**config.mk**
```make
export PLATFORM = sky130hd
export DESIGN_NAME = cla_34bit_pipe_stage
export DESIGN_NICKNAME = d
export VERILOG_FILES = /design/src/rtl/cla_34bit_pipe_stage_pkg.sv /design/src/rtl/cla_34bit_pipe_stage_cla.sv /design/src/rtl/cla_34bit_pipe_stage.sv
export SDC_FILE = /design/constraint.sdc
export NUM_CORES = 1
export LEC_CHECK = 0
export CAP_MARGIN = 40
export CORE_MARGIN = 5
export CORE_UTILIZATION = 45
export DETAILED_ROUTE_END_ITERATION = 7
export PLACE_DENSITY = 0.76
export SLEW_MARGIN = 25
export SYNTH_ARGS = -nofsm -noshare
export SYNTH_HDL_FRONTEND = slang
export SYNTH_SLANG_ARGS = --single-unit
```
**constraint.sdc**
```tcl
create_clock -name i_clk -period 17.1 [get_ports i_clk]
set_input_delay 3.42 -clock i_clk [delete_from_list [all_inputs] [get_ports i_clk]]
set_output_delay 3.42 -clock i_clk [all_outputs]
set_load 0.05 [all_outputs]
```
**src/rtl/cla_34bit_pipe_stage_pkg.sv**
```systemverilog
// Shared constants, result type and carry-lookahead helper for the CLA pipeline stage.
package cla_34bit_pipe_stage_pkg;

    localparam int WIDTH_DEF     = 34;
    localparam int CNT_W_DEF     = 8;
    localparam int BUF_DEPTH_DEF = 2;

    localparam logic [1:0] OCC_LIMIT = 2'd3;

    typedef logic [WIDTH_DEF:0] result_t;

    // Carry out of bit k of a 4-bit group, expanded from the group carry-in only.
    function automatic logic cla_carry(input logic [3:0] g, input logic [3:0] p,
                                       input logic cin, input int k);
        logic c;
        c = cin;
        for (int j = 0; j < 4; j++) begin
            if (j <= k) begin
                c = g[j] | (p[j] & c);
            end
        end
        return c;
    endfunction

endpackage

```
**src/rtl/cla_34bit_pipe_stage_cla.sv**
```systemverilog
// Combinational carry-lookahead adder: 4-bit lookahead groups, group carries chained.
module cla_34bit
    import cla_34bit_pipe_stage_pkg::*;
#(
    parameter int WIDTH = WIDTH_DEF
) (
    input  logic [WIDTH-1:0] a_i,
    input  logic [WIDTH-1:0] b_i,
    input  logic             cin_i,
    output logic [WIDTH-1:0] sum_o,
    output logic             cout_o
);

    localparam int NG = (WIDTH + 3) / 4;

    logic [WIDTH-1:0] g;
    logic [WIDTH-1:0] p;
    logic [WIDTH:0]   c;

    assign g    = a_i & b_i;
    assign p    = a_i ^ b_i;
    assign c[0] = cin_i;

    // The last group may be narrower than 4; its missing g/p bits are zero.
    for (genvar gi = 0; gi < NG; gi++) begin : g_grp
        localparam int LO = 4 * gi;
        localparam int N  = ((WIDTH - LO) < 4) ? (WIDTH - LO) : 4;
        logic [3:0] gg;
        logic [3:0] pp;
        assign gg = 4'(g[LO+N-1:LO]);
        assign pp = 4'(p[LO+N-1:LO]);
        for (genvar bi = 0; bi < N; bi++) begin : g_bit
            assign c[LO+bi+1] = cla_carry(gg, pp, c[LO], bi);
        end
    end

    assign sum_o  = p ^ c[WIDTH-1:0];
    assign cout_o = c[WIDTH];

endmodule

```
**src/rtl/cla_34bit_pipe_stage.sv**
```systemverilog
// Registered valid/ready stage around cla_34bit with a 2-entry result buffer and carry counter.
// Optional: define CLA_STAGE_PARITY_EN to add o_parity, stored per buffer entry.
module cla_34bit_pipe_stage
    import cla_34bit_pipe_stage_pkg::*;
#(
    parameter int WIDTH     = WIDTH_DEF,
    parameter int CNT_W     = CNT_W_DEF,
    parameter int BUF_DEPTH = BUF_DEPTH_DEF
) (
    input  logic             i_clk,
    input  logic             i_rst,
    input  logic             i_valid,
    output logic             o_ready,
    input  logic [WIDTH-1:0] i_add1,
    input  logic [WIDTH-1:0] i_add2,
    output logic             o_valid,
    input  logic             i_ready,
    output logic [WIDTH:0]   o_result,
    input  logic             i_clr_cnt,
    output logic [CNT_W-1:0] o_carry_cnt
`ifdef CLA_STAGE_PARITY_EN
    ,
    output logic             o_parity
`endif
);

    localparam logic [1:0]       DEPTH_L = BUF_DEPTH[1:0];
    localparam logic [CNT_W-1:0] CNT_MAX = {CNT_W{1'b1}};
    localparam logic [CNT_W-1:0] CNT_ONE = 1;

    logic [WIDTH-1:0] a_q, b_q;
    logic             stage_valid_q;
    logic [WIDTH:0]   buf_q [BUF_DEPTH_DEF];
    logic             wr_ptr_q, rd_ptr_q;
    logic [1:0]       count_q, count_d;
    logic [WIDTH:0]   last_q;
    logic [CNT_W-1:0] cnt_q;

    logic [WIDTH-1:0] sum_w;
    logic             cout_w;
    logic [WIDTH:0]   res_w;
    logic [1:0]       occ;
    logic             accept, pop, push;

    cla_34bit #(.WIDTH(WIDTH)) u_cla (
        .a_i    (a_q),
        .b_i    (b_q),
        .cin_i  (1'b0),
        .sum_o  (sum_w),
        .cout_o (cout_w)
    );

    assign res_w = {cout_w, sum_w};

    // Ready depends only on registered occupancy, never on i_ready.
    assign occ     = count_q + {1'b0, stage_valid_q};
    assign o_ready = occ < OCC_LIMIT;
    assign o_valid = count_q != 2'd0;
    assign accept  = i_valid & o_ready;
    assign pop     = o_valid & i_ready;
    assign push    = stage_valid_q & ((count_q < DEPTH_L) | pop);

    always_comb begin
        count_d = count_q;
        if (push && !pop) begin
            count_d = count_q + 2'd1;
        end else if (!push && pop) begin
            count_d = count_q - 2'd1;
        end
    end

    always_ff @(posedge i_clk or posedge i_rst) begin
        if (i_rst) begin
            a_q           <= '0;
            b_q           <= '0;
            stage_valid_q <= 1'b0;
        end else begin
            if (accept) begin
                a_q <= i_add1;
                b_q <= i_add2;
            end
            stage_valid_q <= accept | (stage_valid_q & ~push);
        end
    end

    always_ff @(posedge i_clk or posedge i_rst) begin
        if (i_rst) begin
            for (int i = 0; i < BUF_DEPTH_DEF; i++) begin
                buf_q[i] <= '0;
            end
            wr_ptr_q <= 1'b0;
            rd_ptr_q <= 1'b0;
            count_q  <= 2'd0;
            last_q   <= '0;
        end else begin
            if (push) begin
                buf_q[wr_ptr_q] <= res_w;
                wr_ptr_q        <= ~wr_ptr_q;
            end
            if (pop) begin
                last_q   <= buf_q[rd_ptr_q];
                rd_ptr_q <= ~rd_ptr_q;
            end
            count_q <= count_d;
        end
    end

    // When empty the output keeps showing the most recently popped result.
    assign o_result = o_valid ? buf_q[rd_ptr_q] : last_q;

    always_ff @(posedge i_clk or posedge i_rst) begin
        if (i_rst) begin
            cnt_q <= '0;
        end else if (i_clr_cnt) begin
            cnt_q <= '0;
        end else if (push && res_w[WIDTH] && (cnt_q != CNT_MAX)) begin
            cnt_q <= cnt_q + CNT_ONE;
        end
    end

    assign o_carry_cnt = cnt_q;

`ifdef CLA_STAGE_PARITY_EN
    logic buf_par_q [BUF_DEPTH_DEF];
    logic last_par_q;

    always_ff @(posedge i_clk or posedge i_rst) begin
        if (i_rst) begin
            for (int i = 0; i < BUF_DEPTH_DEF; i++) begin
                buf_par_q[i] <= 1'b0;
            end
            last_par_q <= 1'b0;
        end else begin
            if (push) begin
                buf_par_q[wr_ptr_q] <= ^res_w;
            end
            if (pop) begin
                last_par_q <= buf_par_q[rd_ptr_q];
            end
        end
    end

    assign o_parity = o_valid ? buf_par_q[rd_ptr_q] : last_par_q;
`endif

endmodule

```
==> flow_summary_export.csv, run 1 <==
group,metric,value,unit
global_routing,grt_max_degree,106,
global_routing,met1_usage,21.1,%
cts,post_cts_resized,0,
drt,drtIter0Drc,325,
flow_run,drv_cap,0,
finish,antenna_cells,0,
worst_setup_path,rr_endpoint,"o_carry_cnt[1]",
worst_setup_path,slowest_stage,"fa_1",
worst_setup_path,crit_path_max_incr_delay,0.43,ns
global_routing,met3_usage,3.49,%
global_routing,grt_pass1_vias,5732,
logic_synthesis,synth_edf_count,0,
drt,drc,0,
logic_synthesis,synth.area.mux_share,22.7,%
hold_path,hold_path.class,"register to register",
drt,ant_nets,0,
placement,place_hpwl,11400,um
worst_setup_path,worstPathArrival,14.72,ns
logic_synthesis,syn-instance-count,628,
drt,vias_per_cell,5.21,
global_routing,grt_pass1_wl,29100,um
cts,cts_num_sinks,186,
floorplan,die_y,147,um
cts,cts_setup_buffers,0,
worst_setup_path,crit_path_start_kind,"register",
drt,routedWlPerCell,17.1,um
worst_setup_path,path_class,"register to register",
cts,cts_hold_buf,0,
floorplan,start_util,45.3,%
timing,max_freq,69.4,MHz
timing,fin_tns_setup,0,ns
global_routing,gr-total-overflow,0,
floorplan,row_count,50,
logic_synthesis,yosys_register_bits,186,
logic_synthesis,synth_top_family_by_area,"multiplexers",
worst_setup_path,crit_required,17.41,ns
logic_synthesis,synth_simple_gate_area_share,4.99,%
worst_setup_path,path_common_cell,"fa_1",
floorplan,core,18600,um^2
logic_synthesis,synth-compound-area-share,5.34,%
finish,drive_gt1_share,23.9,%
timing,slew_headroom,51.8,%
drt,firstDrtPassIters,4,
cts,cts_buffers,17,
timing,slew_viol_final,0,
cts,htreeDepth,4,
logic_synthesis,synth_cell_types,31,
logic_synthesis,avgSynthCellArea,13.4,um^2
finish,area_growth,24.2,%
drt,wl,16800,um
worst_setup_path,end_kind,"register",
hold_path,whs_endpoint,"buf_q[33]",
finish,mostFrequentLayoutCell,"dfrtp_1",
global_routing,top_usage_layer,"met2",
worst_setup_path,worstPathMaxFanout,12,
hold_path,min_delay_path_depth,2,
floorplan,die_w,147,um
timing,worst_pin_slew,0.724,ns
logic_synthesis,synth_xor_area_share,0.728,%
finish,post-route-util,56.2,%
finish,nNetsFinal,846,
logic_synthesis,synthArstFlopShare,100,%
cts,clock_latency,0.43,ns
cts,clockRootBuffer,"clkbuf_16",
status,run_status,"completed",
logic_synthesis,synth-adder-area-share,8.44,%
timing,rsz0062_at_grt,"no",
timing,hold_viol_final,0,
global_routing,antenna_found_initial,0,
worst_setup_path,r2r-start,"a_q[0]",
logic_synthesis,syn-num-nets,738,
global_routing,use_met2,29.1,%
floorplan,io_pins,118,
timing,skew,0.0129,ns
worst_setup_path,reg2regPathDepth,40,
floorplan,dieArea,21500,um^2
logic_synthesis,seq_area_frac_synth,55.3,%
finish,final_cell_mix,"dfrtp_1, mux2_2, clkdlybuf4s50_1, a21oi_1",
logic_synthesis,synthFlopType,"dfrtp_1",
global_routing,grt_usage,16.7,%
placement,place.gp.congestion,0.740,
worst_setup_path,ff2ff_setup_slack,2.68,ns
logic_synthesis,netlist_area,8420,um^2
placement,numPortBuffers,117,
hold_path,worstHoldStart,"buf_q[33]",
timing,setup_viol,0,
drt,via_count,5117,
cts,cts_tree,"built",
logic_synthesis,ys_warn_count,0,
timing,fin_crit,14.42,ns
cts,clk_pin_slew_worst_paths,0.07,ns
cts,cts_buffer_depth,2,
timing,min_period_over_period,84.3,%
[area by class of cell]
type	count	area [um^2]
clock buffer	22	464
clock inverter	10	165
fill	1461	8130
inverter	6	30.0
multi-input combinational	400	3560
sequential	186	4660
tap	234	293
timing repair buffer	125	1280
[Yosys cell counts (2+ instances only)]
library cell  instances  share of area, %
xor2_1                5              0.52
or4_1                 3              0.27
or3_1                 3              0.22
nand3_1               4              0.24
clkbuf_1             11              0.49
nor2_1               39               1.7
inv_1                 6              0.27
nand2_1              41               1.8
mux2_4                9               1.6
mux2i_1              36               4.3
o31ai_1               3              0.27
dfrtp_1             186                55
ha_1                  4              0.59
xnor2_1               2              0.21
buf_6                 3              0.40
mux2_2              126                17
buf_2                21               1.2
a21oi_1              42               2.5
o21ai_0              40               2.4
fa_1                 33               7.8
[flip-flops by register name, summed over array words and instances, names as in the netlist]
name	count
stage_valid_q	1
count_q	2
rd_ptr_q	1
wr_ptr_q	1
b_q	34
a_q	34
buf_q	70
o_carry_cnt	8
last_q	35
[critical path, delay by kind of cell, from the launching register on]
family,cells,cell delay [ns]
buffers and inverters,3,0.43
adders and majority gates,34,13.08
and+or+nand+nor,1,0.05
DFF,1,0.39
muxes,1,0.20
AOI/OAI and AO/OA,1,0.16
[metal layers]
| layer | wire length [um] | vias up | share of wire [%] |
|---|---|---|---|
| met4 | 289 | 0 | 1.7 |
| met3 | 547 | 25 | 3.3 |
| met5 | 0 | - | 0 |
| li1 | - | 2381 | - |
| met1 | 7150 | 2595 | 43 |
| met2 | 8790 | 116 | 52 |
[logic make-up (layout without fill, tap and decap cells)]
group | after synthesis | count (layout)
adder cells (fa/ha/maj) | 37 | 37
AND/OR/NAND/NOR | 98 | 98
AO/OA/AOI/OAI | 87 | 87
XOR/XNOR | 7 | 7
multiplexers | 171 | 171
buffers and inverters | 42 | 163
flip-flops | 186 | 186
[per-stage QoR]
step                      cell area (um^2)  hold WS [ns]  cells  setup WS [ns]
after floorplan                       8420         0.450    628           3.43
after global placement                9740         0.461    947           2.76
after detailed placement              9810         0.472    950           2.59
after CTS                            10400         0.488    982           2.55
after global routing                 10500         0.505    983           2.16
final                                10500         0.482    983           2.68
[worst max path at each step]
stage                     startpoint  depth (start not counted)             end
final                         a_q[0]                         40  o_carry_cnt[1]
after global routing          a_q[0]                         40  o_carry_cnt[1]
after CTS                     a_q[0]                         39  o_carry_cnt[3]
after global placement        a_q[0]                         39  o_carry_cnt[1]
after floorplan               a_q[0]                         40  o_carry_cnt[1]
after detailed placement      a_q[0]                         39  o_carry_cnt[3]
Power of run 1 is left out: the tool's default activity adds up to more than one toggle a clock period on the data nets, which glitch-free logic cannot reach.
==> run 2, diff against run 1 <==
- clock period: 17.1 -> 13.69 ns (I/O delays scaled with it)
==> run 2 against run 1 <==
Die area unchanged. Fmax up 8.6%. Design area up 0.85%. Hold slack worse by 0.00095 ns. Wire length up 2.3%. First-iteration DRC count down 5.5%. Critical path depth unchanged. Register-to-register slack worse by 2.3 ns. Non-clock buffer count up 2. Clock skew up 0.0021 ns.
==> flow_summary_export.csv, run 2 (same netlist as run 1, synthesis figures left out) <==
group,metric,value,unit
worst_setup_path,crit_path_start_kind,"register",
timing,slew_headroom,45.4,%
placement,place.gp.congestion,0.744,
finish,nNetsFinal,848,
cts,clock_latency,0.43,ns
cts,cts_buffer_depth,2,
finish,top_register,"buf_q",
worst_setup_path,crit_path_max_incr_delay,0.41,ns
worst_setup_path,path_buf_inv,3,
cts,cts_tree,"built",
drt,firstDrtPassIters,4,
timing,finalWorstSetupSlack,0.422,ns
global_routing,grt_pass1_vias,5902,
worst_setup_path,path_class,"register to register",
global_routing,grt_usage,17.0,%
hold_path,min_delay_path_depth,2,
finish,top_regs,"buf_q x70, last_q x35",
finish,largest_register_ff_count,70,
timing,worst_pin_slew,0.816,ns
placement,place_hpwl,11900,um
drt,vias_per_cell,5.24,
timing,skew,0.0149,ns
finish,antenna_cells,0,
finish,mostFrequentLayoutCell,"dfrtp_1",
placement,numPortBuffers,117,
cts,clk_pin_slew_worst_paths,0.07,ns
status,run_status,"completed",
finish,drive_gt1_share,27.4,%
hold_path,hold_path.class,"register to register",
worst_setup_path,crit_required,13.99,ns
worst_setup_path,worstPathMaxFanout,3,
cts,cts_buffers,17,
worst_setup_path,slowest_stage,"fa_2",
cts,cts_setup_buffers,0,
global_routing,antenna_found_initial,0,
drt,wl,17200,um
timing,slew_viol_final,0,
cts,clockRootBuffer,"clkbuf_16",
floorplan,row_count,50,
timing,rsz0062_at_grt,"no",
drt,drtIter0Drc,307,
cts,htreeDepth,4,
flow_run,drv_cap,0,
drt,routedWlPerCell,17.4,um
worst_setup_path,critPathTopFamily,"adder cells",
worst_setup_path,path_common_cell,"fa_2",
timing,hold_viol_final,0,
timing,setup_viol,0,
cts,cts_hold_buf,0,
worst_setup_path,cp_num_cells,40,
global_routing,gr-total-overflow,0,
floorplan,core,18600,um^2
timing,max_freq,75.4,MHz
floorplan,dieArea,21500,um^2
placement,post-place-ws,-0.579,ns
drt,drc,0,
worst_setup_path,reg2regPathDepth,40,
timing,min_period_over_period,96.9,%
floorplan,die_w,147,um
timing,hold-worst-slack,0.481,ns
worst_setup_path,ff2ff_setup_slack,0.42,ns
drt,ant_nets,0,
global_routing,grt_max_degree,106,
floorplan,start_util,45.3,%
drt,via_count,5161,
timing,fin_crit,13.27,ns
worst_setup_path,worstPathArrival,13.57,ns
cts,cts_num_sinks,186,
floorplan,io_pins,118,
floorplan,die_y,147,um
finish,area_growth,25.2,%
global_routing,grt_pass1_wl,29800,um
worst_setup_path,end_kind,"register",
finish,final_cell_mix,"dfrtp_1, mux2_2, clkdlybuf4s50_1, a21oi_1",
==> run 2: final cells by class <==
type	instances	area, um^2
fillers	1442	8040
flip-flops and latches	186	4660
multi-input cells	400	3630
repair buffers	127	1290
clock buffers	23	478
well taps	234	293
clock inverters	9	161
inverters	6	30.0
==> run 2: worst min-delay path, stage by stage (launching register included) <==
cell and delay [ns]:
dfrtp_1 0.34, nand2_1 0.05, o21ai_0 0.06
==> run 2: worst paths after layout <==
| kind | start | end |
|---|---|---|
| setup / recovery | b_q[0] | o_carry_cnt[1] |
| hold / removal | last_q[23] | last_q[23] |
| setup reg to reg | b_q[0] | o_carry_cnt[1] |
| hold reg to reg | last_q[23] | last_q[23] |
| max in group asynchronous | i_rst | stage_valid_q |
| min in group asynchronous | i_rst | a_q[7] |
==> run 2: repair_timing <==
| item | CTS | global route |
|---|---|---|
| pin swaps | 0 | 3 |
| hold endpoints to repair | 0 | 0 |
| gates resized for setup | 15 | 11 |
| cloned | 1 | 0 |
| endpoints found under the setup margin | 14 | 11 |
==> run 2: per-stage QoR <==
step,utilization [%],setup TNS [ns],instance area (um^2),instances
floorplan,-,0,8420,628
global placement,52.5,-4.51,9760,949
detailed placement,52.9,-5.70,9830,952
CTS,56.6,0,10500,985
global route,56.7,0,10500,985
finish,56.7,0,10500,985
==> run 2: metal layers <==
layer	share of wire [%]	GRT usage (%)
met3	3.4	3.52
met5	0	0
met1	42	20.8
met2	53	30.0
met4	2.1	6.16
Power of run 2 is left out for the same reason.
